$ cat config.mk
export PLATFORM = sky130hd
export DESIGN_NAME = hazard_controller
export DESIGN_NICKNAME = d
export VERILOG_FILES = /design/src/rtl/hazard_pkg.sv /design/src/rtl/forward_unit.sv /design/src/rtl/hazard_controller.sv
export SDC_FILE = /design/constraint.sdc
export NUM_CORES = 1
export LEC_CHECK = 0
export ABC_CLOCK_PERIOD_IN_PS = 1300
export BUFFER_PORTS_ARGS = -buffer_cell sky130_fd_sc_hd__buf_2
export CELL_PAD_IN_SITES_DETAIL_PLACEMENT = 0
export CELL_PAD_IN_SITES_GLOBAL_PLACEMENT = 1
export CORE_MARGIN = 2
export CORE_UTILIZATION = 27
export CTS_CLUSTER_DIAMETER = 100
export DETAILED_ROUTE_END_ITERATION = 8
export GPL_TIMING_DRIVEN = 0
export PLACE_DENSITY_LB_ADDON = 0.1
export REMOVE_ABC_BUFFERS = 1
export SYNTH_ARGS = -nofsm -noshare
export SYNTH_HDL_FRONTEND = slang
export SYNTH_SLANG_ARGS = --single-unit
$ cat constraint.sdc
create_clock -name iClk -period 1.3 [get_ports iClk]
set_input_delay 0.065 -clock iClk [delete_from_list [all_inputs] [get_ports iClk]]
set_output_delay 0.065 -clock iClk [all_outputs]
set_load 0.1 [all_outputs]
$ cat src/rtl/hazard_pkg.sv
// Shared types for the pipeline hazard controller: FSM states, forwarding
// selects and the per-cycle control bundle.
package hazard_pkg;

  localparam int REG_W   = 5;
  localparam int NUM_SRC = 2;
  localparam logic [REG_W-1:0] REG_ZERO = '0;

  typedef enum logic [1:0] {
    RUN   = 2'd0,
    DWAIT = 2'd1,
    RPEND = 2'd2
  } hz_state_e;

  typedef enum logic [1:0] {
    FWD_REG = 2'b00,
    FWD_W   = 2'b01,
    FWD_M   = 2'b10
  } fwd_sel_e;

  typedef struct packed {
    logic stall_f;
    logic stall_d;
    logic stall_e;
    logic stall_m;
    logic flush_d;
    logic flush_e;
    logic flush_w;
    logic redirect_f;
  } hz_ctrl_t;

  // A writer hits a source only if it writes, targets a real register and matches.
  function automatic logic reg_hit(input logic we, input logic [REG_W-1:0] rd,
                                   input logic [REG_W-1:0] src);
    return we && (rd != REG_ZERO) && (rd == src);
  endfunction

endpackage

$ cat src/rtl/forward_unit.sv
// E-stage operand forwarding select for one source register; M beats W.
module forward_unit
  import hazard_pkg::*;
(
  input  logic [REG_W-1:0] src,
  input  logic [REG_W-1:0] rd_m,
  input  logic [REG_W-1:0] rd_w,
  input  logic             reg_write_m,
  input  logic             reg_write_w,
  output logic [1:0]       sel
);

  always_comb begin
    sel = FWD_REG;
    if (reg_hit(reg_write_w, rd_w, src)) sel = FWD_W;
    if (reg_hit(reg_write_m, rd_m, src)) sel = FWD_M;
  end

endmodule

$ cat src/rtl/hazard_controller.sv
// Stall/flush/forwarding controller for the 5-stage pipeline, with D-mem
// wait watchdog. Define HAZARD_PERF_EN to add stall/flush event counters.
module hazard_controller
  import hazard_pkg::*;
#(
  parameter int MEM_TIMEOUT = 64,
  parameter int CNT_W       = 8
) (
  input  logic             iClk,
  input  logic             iRstN,
  input  logic [REG_W-1:0] iRs1D,
  input  logic [REG_W-1:0] iRs2D,
  input  logic [REG_W-1:0] iRs1E,
  input  logic [REG_W-1:0] iRs2E,
  input  logic [REG_W-1:0] iRdE,
  input  logic [REG_W-1:0] iRdM,
  input  logic [REG_W-1:0] iRdW,
  input  logic             iMemReadE,
  input  logic             iRegWriteM,
  input  logic             iRegWriteW,
  input  logic             iMispredictE,
  input  logic             iIMemReadyF,
  input  logic             iDMemReqM,
  input  logic             iDMemReadyM,
  output logic             oStallF,
  output logic             oStallD,
  output logic             oStallE,
  output logic             oStallM,
  output logic             oFlushD,
  output logic             oFlushE,
  output logic             oFlushW,
  output logic             oRedirectF,
  output logic [1:0]       oForwardAE,
  output logic [1:0]       oForwardBE,
`ifdef HAZARD_PERF_EN
  output logic [31:0]      oStallCycles,
  output logic [31:0]      oFlushCount,
`endif
  output logic             oMemTimeout
);

  localparam logic [CNT_W-1:0] CNT_MAX  = CNT_W'(MEM_TIMEOUT);
  localparam logic [CNT_W-1:0] CNT_TRIP = CNT_W'(MEM_TIMEOUT - 1);

  hz_state_e        state_q, state_d;
  logic [CNT_W-1:0] cnt_q, cnt_d;
  logic             timeout_q, timeout_d;
  hz_ctrl_t         ctrl, ctrl_o;
  logic             dmem_wait, load_use, flush_mp;

  // ---------------- forwarding ----------------
  logic [NUM_SRC-1:0][REG_W-1:0] src_e;
  logic [NUM_SRC-1:0][1:0]       fwd_sel;

  assign src_e = {iRs2E, iRs1E};

  for (genvar s = 0; s < NUM_SRC; s++) begin : g_fwd
    forward_unit u_fwd (
      .src         (src_e[s]),
      .rd_m        (iRdM),
      .rd_w        (iRdW),
      .reg_write_m (iRegWriteM),
      .reg_write_w (iRegWriteW),
      .sel         (fwd_sel[s])
    );
  end

  // ---------------- control ----------------
  assign dmem_wait = iDMemReqM && !iDMemReadyM;
  assign load_use  = iMemReadE && (iRdE != REG_ZERO) &&
                     ((iRdE == iRs1D) || (iRdE == iRs2D));

  always_comb begin
    ctrl      = '0;
    state_d   = state_q;
    cnt_d     = '0;
    timeout_d = timeout_q;
    flush_mp  = 1'b0;
    if (dmem_wait) begin
      ctrl.stall_f = 1'b1;
      ctrl.stall_d = 1'b1;
      ctrl.stall_e = 1'b1;
      ctrl.stall_m = 1'b1;
      ctrl.flush_w = 1'b1;
      // A pending redirect survives the wait by simply staying in RPEND.
      state_d = (state_q == RPEND) ? RPEND : DWAIT;
      cnt_d   = (cnt_q == CNT_MAX) ? cnt_q : cnt_q + CNT_W'(1);
      if (cnt_q == CNT_TRIP) timeout_d = 1'b1;
    end else if (state_q == RPEND) begin
      ctrl.flush_d = 1'b1;
      if (iIMemReadyF) begin
        ctrl.redirect_f = 1'b1;
        state_d         = RUN;
      end else begin
        ctrl.stall_f = 1'b1;
      end
    end else begin
      // DWAIT release cycle behaves like RUN; a frozen mispredict is seen now.
      state_d = RUN;
      if (iMispredictE) begin
        ctrl.flush_d = 1'b1;
        ctrl.flush_e = 1'b1;
        flush_mp     = 1'b1;
        if (iIMemReadyF) begin
          ctrl.redirect_f = 1'b1;
        end else begin
          ctrl.stall_f = 1'b1;
          state_d      = RPEND;
        end
      end else if (load_use) begin
        ctrl.stall_f = 1'b1;
        ctrl.stall_d = 1'b1;
        ctrl.flush_e = 1'b1;
      end else if (!iIMemReadyF) begin
        ctrl.stall_f = 1'b1;
        ctrl.flush_d = 1'b1;
      end
    end
  end

  // Reset forces bubbles into D/E/W immediately, without waiting for a clock.
  always_comb begin
    ctrl_o = ctrl;
    if (!iRstN) begin
      ctrl_o         = '0;
      ctrl_o.flush_d = 1'b1;
      ctrl_o.flush_e = 1'b1;
      ctrl_o.flush_w = 1'b1;
    end
  end

  always_ff @(posedge iClk or negedge iRstN) begin
    if (!iRstN) begin
      state_q   <= RUN;
      cnt_q     <= '0;
      timeout_q <= 1'b0;
    end else begin
      state_q   <= state_d;
      cnt_q     <= cnt_d;
      timeout_q <= timeout_d;
    end
  end

  assign oStallF     = ctrl_o.stall_f;
  assign oStallD     = ctrl_o.stall_d;
  assign oStallE     = ctrl_o.stall_e;
  assign oStallM     = ctrl_o.stall_m;
  assign oFlushD     = ctrl_o.flush_d;
  assign oFlushE     = ctrl_o.flush_e;
  assign oFlushW     = ctrl_o.flush_w;
  assign oRedirectF  = ctrl_o.redirect_f;
  assign oForwardAE  = iRstN ? fwd_sel[0] : FWD_REG;
  assign oForwardBE  = iRstN ? fwd_sel[1] : FWD_REG;
  assign oMemTimeout = timeout_q;

`ifdef HAZARD_PERF_EN
  logic [31:0] stall_cnt_q, stall_cnt_d;
  logic [31:0] flush_cnt_q, flush_cnt_d;

  always_comb begin
    stall_cnt_d = stall_cnt_q + (ctrl.stall_f ? 32'd1 : 32'd0);
    flush_cnt_d = flush_cnt_q + (flush_mp ? 32'd1 : 32'd0);
  end

  always_ff @(posedge iClk or negedge iRstN) begin
    if (!iRstN) begin
      stall_cnt_q <= '0;
      flush_cnt_q <= '0;
    end else begin
      stall_cnt_q <= stall_cnt_d;
      flush_cnt_q <= flush_cnt_d;
    end
  end

  assign oStallCycles = stall_cnt_q;
  assign oFlushCount  = flush_cnt_q;
`endif

endmodule

* Yosys cells after proc, flatten, opt, wreduce, memory -nomap -nowiden *
Index checks and enable logic that the tools add are counted.

storage, ports and cells
  latch bits = 0
  word-level logic and storage cells = 64
  output and inout bits = 13
  input port bits = 44
  register bits after elaboration = 11
  memory bits (read-only) = 0
  memories = 0
  RAM bits = 0

operators by class
  add/subtract/negate cells = 1
  shifts and indexed selects = 0
  bitwise gates (word level) = 0
  reduce and logical (&&, ||, !) cells = 15
  multiplexer cells = 34
  magnitude comparators = 0
  div/mod/pow operators = 0
  multiply operators = 0
  equality and inequality tests = 11

operator list
  operator               count
  $eq A5 B5 Y1           6
  $mux W2                14
  $mux W8                3
  $mux W1                17
  $reduce_bool A5 Y1     3
  $logic_and A1 B1 Y1    9
  $add A8 B1 Y8 const B  1
  $eq A8 B6 Y1 const B   1
  $eq A8 B7 Y1 const B   1
  $ne A3 B3 Y1 const B   1
  $eq A2 B2 Y1 const B   1
  $ne A2 B2 Y1 const B   1
  $reduce_and A2 Y1      1
  $logic_not A1 Y1       1
  $logic_or A1 B1 Y1     1

* Depth between registers and ports, before layout *
  depth in word-level cells = 8
  depth in mapped cells = 7
  mapped depth without buffers = 7

* Cells and area by module *
Synthesis repeated with hierarchy kept, for this count alone.

unflattened totals
  cell total of the unflattened synthesis = 125
  area, all modules = 1,061.0 sq um

modules (own cells, without submodules)
  module             cells an instance  area an instance (sq um)  instances  seq. area each (sq um)
  hazard_controller  85                 758.2                     1          275.3
  forward_unit       20                 151.4                     2          0.0

* Worst setup path before layout *
Ideal clock, no wire load.

  path type = input -> output
  start = input port iRdM[0]
  end = output port oForwardAE[0]
  data arrival time = 3.764 ns
  cell stages on the path = 4
  path buffers = 0
  path slack = -2.529 ns
  cell sequence = or4_1 > o21ai_1 > nor4_1 > nor4_1

on the way
  longest elaborated chain between the ends = 5

RTL lines
  element                RTL line                  source
  start, declared        hazard_controller.sv:16   input logic [REG_W-1:0] iRdM,
  $reduce_bool A5 Y1     hazard_pkg.sv:35          return we && (rd != REG_ZERO) && (rd == src);
  $logic_and A1 B1 Y1    hazard_pkg.sv:35
  $logic_and A1 B1 Y1 *  hazard_pkg.sv:35
  $mux W2 *              forward_unit.sv:16        if (reg_hit(reg_write_m, rd_m, src)) sel = FWD_M;
  $mux W2 *              hazard_controller.sv:152  assign oForwardAE = iRstN ? fwd_sel[0] : FWD_REG;
  end, declared          hazard_controller.sv:33   output logic [1:0] oForwardAE,

Every way passes the cells marked *; elsewhere a longest branch is shown, timed or not.

* Worst setup path after layout *
  start = input port iRdE[1]
  end = output port oFlushD

on the way
  longest elaborated chain between the ends = 8

RTL lines
  element                                                           RTL line                                          source
  start, declared                                                   hazard_controller.sv:15                           input logic [REG_W-1:0] iRdE,
  $eq A5 B5 Y1 / $reduce_bool A5 Y1 (equally long branches)         hazard_controller.sv:71, hazard_controller.sv:70
  $logic_or A1 B1 Y1 / $logic_and A1 B1 Y1 (equally long branches)  hazard_controller.sv:71, hazard_controller.sv:70
  $logic_and A1 B1 Y1 *                                             hazard_controller.sv:70                           assign load_use = iMemReadE && (iRdE != REG_ZERO) &&
  $mux W1 *                                                         hazard_controller.sv:110                          end else if (load_use) begin
  $mux W2 *                                                         hazard_controller.sv:100                          if (iMispredictE) begin
  $mux W1 *                                                         hazard_controller.sv:89                           end else if (state_q == RPEND) begin
  $mux W2 *                                                         hazard_controller.sv:79                           if (dmem_wait) begin
  $mux W8 *                                                         hazard_controller.sv:124                          if (!iRstN) begin
  end, declared                                                     hazard_controller.sv:29                           output logic oFlushD,

Marks and branches as above.

==> results_dict.tcl <==
set metrics [dict create \
    cts_max_path_buffers 2 \
    p_comb_share_pct 43.2 \
    cp.arrival_ps 1550 \
    slew_viol_final 0 \
    relSlewSlack_pct 66.40 \
    ys_warn_count 0 \
    portBuffers 56 \
    p_clk_share_pct 27.3 \
    critPathCaptureType "output port" \
    outcome "finished, violations left" \
    start_util_pct 27.72 \
    start_kind "input pin" \
    pwr-share-seq_pct 29.5 \
    avgRoutedWirePerCell_um 12.28 \
    synth.avg_cell_area_um2 8.693 \
    skew_ps 0.1744 \
    layout_min_cycle_time_ps 1613 \
    reg2reg_from "cnt_q[0]" \
    clock-sinks 11 \
    std_cell_rows 22 \
    final.setup.tns_ps -1646 \
    area.growth.synth_to_final_pct 78.10 \
    dp.cells 216 \
    clkTransAtPathRegs_ps 50 \
    peakVddDrop_mv 0.2973 \
    wl_mm 2.824 \
    drive_gt1_share_pct 54.40 \
    netlist_area_um2 999.7 \
    hold_violations 0 \
    fp.dieW_um 64.85 \
    fin_cells 230 \
    grt-ovfl-total 0 \
    leakagePower_nw 0.7970 \
    synth_commonest_cells "xnor2_1, xor2_1, dfrtp_1" \
    fill_cells 358 \
    die_h_um 64.85 \
    synth.area.top_cells "dfrtp_1, xnor2_1, xor2_1, nand3_1, or4_1" \
    netlist.top_cell.by_area "dfrtp_1" \
    crit_required_ps 1240 \
    clk_latency_ps 230 \
    drv_cap 0 \
    cts_root_buf "clkbuf_8" \
    min_from "iIMemReadyF" \
    worstRegToRegCells 7 \
    yosysUniqueCellTypes 32 \
    violations "setup timing" \
    grt_pass1_vias 1157 \
    max_freq_ghz 0.6199 \
    p_sw_mw 0.4111 \
    grt_pass1_wl_mm 4.905 \
    antenna_found_initial 0 \
    die-area_um2 4206 \
    place_congestion 0.7513 \
    synth_top_flop_cell "dfrtp_1" \
    core_um2 3606 \
    diodes 0 \
    cts_tree "built" \
    p_int_mw 0.7974 \
    netlist_instances 115 \
    ys_seq_area_share_pct 27.53 \
    htreeDepth 1 \
    p_per_area_nw_per_um2 678.8 \
    synth_seq_cells 11 \
    hold_end "state_q[1]" \
    groute.usage.overall_pct 14.71 \
    ios 57 \
    route.detailed.drc 0 \
    r2r_slack_ps -50 \
    worst_pin_slew_ps 502.3 \
    hold-path-cell-count 2 \
    layout_setup_ws_ps -313.2 \
    detailed_place_hpwl_mm 2.074 \
    timing.final.crit_share_pct 124.1 \
    path_max_fanout 3 \
    cts_buffers 3 \
    synth_top_area_share_pct 27.53 \
    drt_iter0_drc 57 \
    vias 1060 \
    rsz0062_at_grt "yes" \
    setup_violations 10 \
    critPathKind "input pin to output port" \
    grt_max_degree 15 \
    yosysMostFrequentCell "xnor2_1" \
    fin_nets 229 \
    drt-pass1-iter-count 4 \
    min_path_type "input pin to flop" \
    synthArstFlopShare_pct 100.0 \
    fin_util_pct 49.38 \
    detail-route-antenna-nets 0 \
    r2r_end "cnt_q[2]" \
    viasPerCell 4.609 \
    switching_share_pct 34.02 \
    synth_edf_count 0 \
]
==> placed cells by master (no fill, tap or decap), types with 2 or more instances in the layout <==
cell       n
buf_2     34
xor2_1    17
xnor2_1   16
buf_6     13
dfrtp_1   11
buf_4     11
nand3_1    7
nor2_1     7
nand2_1    5
or4_1      4
clkbuf_8   4
a21oi_1    3
xnor2_2    3
buf_8      3
buf_12     3
inv_2      2
nor2_2     2
nor4_4     2
nor4_2     2
and2_4     2
and3_1     2
nor3_1     2
nand2_2    2
==> worst max-delay path, cell delays in order <==
cell and delay (ps):
buf_8 90, or4_1 520, o21a_1 200, and4_4 200, a311oi_2 200, buf_6 260
==> worst max path at each step <==
| stage | from | to | slack (ps) | cells after the start |
|---|---|---|---|---|
| after floorplan | iRdM[0] | oForwardAE[0] | -2530 | 4 |
| after global placement | iRstN | oForwardAE[0] | -620 | 5 |
| after detailed placement | iRstN | oForwardAE[0] | -640 | 5 |
| after CTS | iRdE[1] | oFlushD | -340 | 6 |
| after global routing | iRdE[1] | oFlushD | -360 | 6 |
| final | iRdE[1] | oFlushD | -310 | 6 |
==> flip-flops by register name, summed over array words and instances, names as in the netlist <==
signal       count
cnt_q            8
oMemTimeout      1
state_q          2
==> cells by family after synthesis <==
logic type | after synthesis | synth area share [%]
compound gates | 12 | 8.511
fa+ha+maj | 2 | 2.503
xor+xnor | 36 | 31.54
simple gates | 48 | 26.41
flops | 11 | 27.53
buf+inv | 5 | 2.378
mux | 1 | 1.126
==> power by group through the flow <==
stage | combinational [mW] | clock, mW | sequential (mW)
after floorplan | 0.247 | 0 | 0.360
after global placement | 0.385 | 0 | 0.361
after detailed placement | 0.388 | 0 | 0.361
after CTS | 0.489 | 0.340 | 0.355
after global routing | 0.561 | 0.358 | 0.356
final | 0.522 | 0.330 | 0.356
==> per-stage QoR <==
step / cell area [um2] / hold WS (ps) / power [mW] / worst slack (ps)
after floorplan: 983.4 / -230.6 / 0.6069 / -2529
after global placement: 1324 / 9.734 / 0.7457 / -623.0
after detailed placement: 1324 / 15.58 / 0.7489 / -638.5
after CTS: 1693 / 43.46 / 1.184 / -335.9
after global routing: 1780 / 52.46 / 1.276 / -356.5
final: 1780 / 51.89 / 1.209 / -313.2
==> timing repair <==
| action | in CTS | in global routing |
|---|---|---|
| hold buffers | 1 | 0 |
| buffers inserted | 7 | 2 |
| cloned | 0 | 0 |
| setup endpoints to repair | 12 | 14 |
| gates resized for setup | 62 | 17 |
| pin swaps | 22 | 13 |
| endpoints found under the hold margin | 11 | 0 |
==> final cells by class <==
type | count | area, um2 | share of cell area (%)
Timing Repair Buffer | 66 | 528.0 | 29.66
Inverter | 2 | 7.507 | 0.4216
Tap cell | 48 | 60.06 | 3.373
Clock buffer | 4 | 45.04 | 2.530
Sequential cell | 11 | 275.3 | 15.46
Multi-Input combinational cell | 99 | 864.6 | 48.56
==> per-layer routing <==
metal	track usage, %	share of wire [%]	up-vias
li1	-	-	530
met3	4.514	6.1	0
met2	30.54	56	34
met4	1.596	0	0
met1	14.27	38	496
met5	0	0	-
(Power assumes the default switching activity.)
